**config.mk**
```make
export PLATFORM = sky130hd
export DESIGN_NAME = apb_uart_arbiter
export DESIGN_NICKNAME = d
export VERILOG_FILES = /design/src/rtl/apb_uart_arbiter.sv
export SDC_FILE = /design/constraint.sdc
export NUM_CORES = 1
export LEC_CHECK = 0
export ABC_AREA = 1
export BUFFER_PORTS_ARGS = -buffer_cell sky130_fd_sc_hd__buf_4
export CAP_MARGIN = 40
export CORE_AREA = 4 4 113 115
export DETAILED_ROUTE_END_ITERATION = 12
export DIE_AREA = 0 0 117 119
export GPL_ROUTABILITY_DRIVEN = 1
export PLACE_DENSITY = 0.84
export SLEW_MARGIN = 20
export SYNTH_ARGS = -nofsm -noshare
export SYNTH_HDL_FRONTEND = slang
export SYNTH_SLANG_ARGS = --single-unit
```
**constraint.sdc**
```tcl
create_clock -name PCLK -period 1.6 [get_ports PCLK]
set_input_delay 0.24 -clock PCLK [delete_from_list [all_inputs] [get_ports PCLK]]
set_output_delay 0.24 -clock PCLK [all_outputs]
set_load 0.1 [all_outputs]
```
**src/rtl/apb_uart_arbiter.sv**
```systemverilog
// Two-requester APB master in front of a single UART slave port.
// Round-robin arbitration, IDLE/SETUP/ACCESS sequencing, and a PREADY wait-state timeout.
module apb_uart_arbiter #(
  parameter int unsigned ADDR_W  = 32,
  parameter int unsigned DATA_W  = 32,
  parameter int unsigned TIMEOUT = 255
) (
  input  logic                  PCLK,
  input  logic                  PRESETn,
  input  logic [1:0]            rq_valid,
  input  logic [1:0]            rq_write,
  input  logic [2*ADDR_W-1:0]   rq_addr,
  input  logic [2*DATA_W-1:0]   rq_wdata,
  output logic [1:0]            rq_ready,
  output logic [1:0]            rsp_valid,
  output logic [DATA_W-1:0]     rsp_rdata,
  output logic                  rsp_err,
  output logic                  PSEL,
  output logic                  PENABLE,
  output logic                  PWRITE,
  output logic [ADDR_W-1:0]     PADDR,
  output logic [DATA_W-1:0]     PWDATA,
  input  logic [DATA_W-1:0]     PRDATA,
  input  logic                  PREADY,
  input  logic                  PSLVERR
);

  localparam int unsigned WAIT_W = (TIMEOUT == 0) ? 1 : $clog2(TIMEOUT + 1);
  localparam logic [WAIT_W-1:0] WAIT_LAST = WAIT_W'((TIMEOUT == 0) ? 0 : TIMEOUT - 1);
  localparam bit TIMEOUT_EN = (TIMEOUT != 0);

  typedef enum logic [1:0] {
    IDLE   = 2'd0,
    SETUP  = 2'd1,
    ACCESS = 2'd2
  } state_t;

  state_t              state;
  state_t              state_nxt;
  logic                grant;
  logic                last_grant;
  logic                accept;
  logic                done;
  logic                abort;
  logic [WAIT_W-1:0]   wait_cnt;
  logic                sel_write;
  logic [ADDR_W-1:0]   sel_addr;
  logic [DATA_W-1:0]   sel_wdata;

  always_ff @(posedge PCLK or negedge PRESETn) begin
    if (!PRESETn) begin
      state <= IDLE;
    end else begin
      state <= state_nxt;
    end
  end

  // Accept is gated by PRESETn so rq_ready stays low while reset is held.
  always_comb begin
    state_nxt = state;
    grant     = last_grant;
    accept    = 1'b0;
    done      = 1'b0;
    abort     = 1'b0;
    case (state)
      IDLE: begin
        if (PRESETn && (rq_valid != 2'b00)) begin
          accept    = 1'b1;
          grant     = (rq_valid == 2'b11) ? ~last_grant : rq_valid[1];
          state_nxt = SETUP;
        end
      end
      SETUP: begin
        state_nxt = ACCESS;
      end
      ACCESS: begin
        if (PREADY) begin
          done      = 1'b1;
          state_nxt = IDLE;
        end else if (TIMEOUT_EN && (wait_cnt == WAIT_LAST)) begin
          abort     = 1'b1;
          state_nxt = IDLE;
        end
      end
      default: begin
        state_nxt = IDLE;
      end
    endcase
  end

  assign rq_ready  = accept ? (grant ? 2'b10 : 2'b01) : 2'b00;
  assign sel_write = grant ? rq_write[1] : rq_write[0];
  assign sel_addr  = grant ? rq_addr[2*ADDR_W-1:ADDR_W]  : rq_addr[ADDR_W-1:0];
  assign sel_wdata = grant ? rq_wdata[2*DATA_W-1:DATA_W] : rq_wdata[DATA_W-1:0];

  // last_grant doubles as the owner of the transfer in flight.
  always_ff @(posedge PCLK or negedge PRESETn) begin
    if (!PRESETn) begin
      last_grant <= 1'b1;
      wait_cnt   <= '0;
      PSEL       <= 1'b0;
      PENABLE    <= 1'b0;
      PWRITE     <= 1'b0;
      PADDR      <= '0;
      PWDATA     <= '0;
      rsp_valid  <= 2'b00;
      rsp_rdata  <= '0;
      rsp_err    <= 1'b0;
    end else begin
      rsp_valid <= 2'b00;
      if (accept) begin
        last_grant <= grant;
        PSEL       <= 1'b1;
        PENABLE    <= 1'b0;
        PWRITE     <= sel_write;
        PADDR      <= sel_addr;
        PWDATA     <= sel_write ? sel_wdata : '0;
      end
      if (state == SETUP) begin
        PENABLE  <= 1'b1;
        wait_cnt <= '0;
      end
      if ((state == ACCESS) && !PREADY && !abort) begin
        wait_cnt <= wait_cnt + 1'b1;
      end
      if (done) begin
        PSEL      <= 1'b0;
        PENABLE   <= 1'b0;
        rsp_valid <= last_grant ? 2'b10 : 2'b01;
        rsp_err   <= PSLVERR;
        rsp_rdata <= PWRITE ? '0 : PRDATA;
      end
      if (abort) begin
        PSEL      <= 1'b0;
        PENABLE   <= 1'b0;
        rsp_valid <= last_grant ? 2'b10 : 2'b01;
        rsp_err   <= 1'b1;
        rsp_rdata <= '0;
      end
    end
  end

endmodule

```
==> results.toml <==
[synth]
ys_ff_latch = 113
netlist_area_sq_mm = 0.00517
synth.yosys.seq_area_share = 0.547
syn-instance-count = 651
synthDistinctLibCells = 29
yosys_warnings = 0
synth_fp_nets = 821
avgSynthCellArea_sq_um = 7.94

[run]
maxCapViolCount = 0

[timing]
fin_ws_ns = -0.215
setup_viol = 51
fmaxAchievable_ghz = 0.551
drv_slew = 0
min_period_ns = 1.82
grt_setup_unrepaired = "yes"
hold_viol_final = 0
fin_setup_tns_ns = -2.78
relSlewSlack = 0.537
finalCritPeriodShare = 1.13
clock_skew_ns = 0.0109
tightest_slew_ns = 0.695

[final_layout]
num-fill-cells = 916
regArea_sq_mm = 0.00283
layout_commonest_cell = "buf_4"
diodes = 0
multi_input_area_sq_mm = 0.00215
drive_above_1_share = 0.381
syn2layout_area_growth_pct = 61.4
final_cell_mix = "300 x buf_4, 269 x nand2_1, 111 x dfrtp_1"
final_nets = 1115

[die]
die_w_microns = 117
start_util = 0.438
fp.dieH_microns = 119
rows = 40
core-area_sq_mm = 0.0118
dieArea_sq_mm = 0.0139
io_pins = 272

[place]
dp_hpwl_microns = 12800
io_buffers = 271
place_congestion = 0.878
post-place-ws_ns = -0.0492

[critical_path]
start_kind = "register"
cp-end-kind = "output port"
required_ns = 1.36
critPathMaxFanout = 3
cp_data_arrival_time_ns = 1.58
worstSetupPathType = "register to output port"

[clocking]
cts-root-buf = "clkbuf_16"
cts_buffer_depth = 2
clkLatencyLatePin_ns = 0.40
cts.clk_slew.worst_paths_ns = 0.05
cts_tree = "built"
cts_sinks = 113
htree_levels = 4
cts_buffers = 17

[global_routing]
grt_pass1_vias = 5432
antenna_found_initial = 0
grt_max_degree = 55
grt_usage = 0.243
grt-ovfl-total = 0
grt_pass1_wl_microns = 26700

[route]
wl_microns = 17600
drc_errors = 0
avgRoutedWirePerCell_microns = 15.9
vias = 5555
vias_per_cell = 5.03
first_pass_iters = 5
drt_iter0_drc = 407
final_antenna_net_count = 0

[outcome]
violations = "setup timing"
status = "finished, violations left"

[min_path]
hold_path.class = "primary input to async pin"
-- per-layer routing --
metal	global-route usage	share of wire	vias up
met5	0	0	-
met4	0.0882	0.025	0
met3	0.0762	0.087	36
met2	0.409	0.51	265
met1	0.290	0.38	2579
li1	-	-	2675
-- through the flow --
step                      instances  utilization  cell area [sq um]  hold slack [ns]
after floorplan                 651            -               5210          -0.0556
after CTS                      1098        0.699               8250           0.0370
after global placement         1059        0.633               7480            0.196
final                          1104        0.706               8340           0.0252
after global routing           1104        0.706               8340           0.0492
after detailed placement       1059        0.633               7480            0.199
-- registers in the layout, indices dropped and copies added (netlist names) --
register / count
PADDR: 32
PENABLE: 1
PSEL: 1
PWDATA: 32
PWRITE: 1
last_grant: 1
rsp_err: 1
rsp_rdata: 32
rsp_valid: 2
state: 2
wait_cnt: 8
-- cells in the mapped netlist --
library cell	count	area, sq um
xor2_1	3	26.3
nor2_1	41	154
nand2_2	3	18.8
nor3_2	1	10.0
nand2_1	273	1020
inv_2	3	11.3
buf_4	3	22.5
inv_1	14	52.6
o22ai_1	5	31.3
or2_2	1	6.26
xnor2_1	1	8.76
a21oi_2	1	8.76
nor2_2	2	12.5
nor3_1	2	10.0
dfrtp_1	112	2800
dfstp_2	1	26.3
o21ai_0	7	35.0
buf_2	12	60.1
o21ai_1	30	150
o21a_1	1	7.51
a31oi_1	1	6.26
nand4_1	1	6.26
nand3_1	70	350
nand3b_1	1	7.51
ha_1	2	25.0
clkbuf_1	18	67.6
buf_1	2	7.51
buf_6	3	33.8
a21oi_1	37	185
-- worst max-delay path, cell delays in order (launching register included) --
cell and delay, ns:
dfstp_2 0.57, nand2_1 0.08, nand2_1 0.09, nand2_2 0.08, a21oi_4 0.15, buf_12 0.19
-- cell type report --
class,instances,share of cell area
Clock inverter,10,0.0189
Timing Repair Buffer,313,0.298
Sequential cell,113,0.339
Clock buffer,21,0.0564
Inverter,17,0.00825
Multi-Input combinational cell,483,0.257
Tap cell,147,0.0220
-- final timing paths --
| path | start | endpoint | slack [ns] | cells past startpoint |
|---|---|---|---|---|
| max | last_grant | rq_ready[1] | -0.22 | 5 |
| min | PRESETn | PWDATA[5] | 0.03 | 2 |
| max reg2reg | last_grant | PADDR[24] | -0.10 | 9 |
| min reg2reg | rsp_rdata[10] | rsp_rdata[10] | 0.47 | 2 |
| max in group asynchronous | PRESETn | PWDATA[18] | 0.69 | 3 |
| min in group PCLK | PSLVERR | rsp_err | 0.04 | 3 |
-- logic make-up (layout without fill, tap and decap cells) --
logic type      count (synthesis)  count (layout)  synth area share
fa+ha+maj                       2               2           0.00484
compound gates                 82              82            0.0821
buf+inv                        55             361            0.0494
xor+xnor                        4               4           0.00678
flops                         113             113             0.547
simple gates                  395             395             0.310
-- what timing repair did --
| action | in CTS | in global routing |
|---|---|---|
| buffers inserted | 6 | 5 |
| gates resized for setup | 13 | 11 |
| setup endpoints to repair | 33 | 106 |
| pin swaps | 4 | 3 |
| gates cloned | 1 | 1 |
| endpoints found under the hold margin | 6 | 0 |
| hold buffers | 1 | 0 |
Power is left out: the tool's default activity adds up to more than one toggle a clock period on the data nets, which glitch-free logic cannot reach.
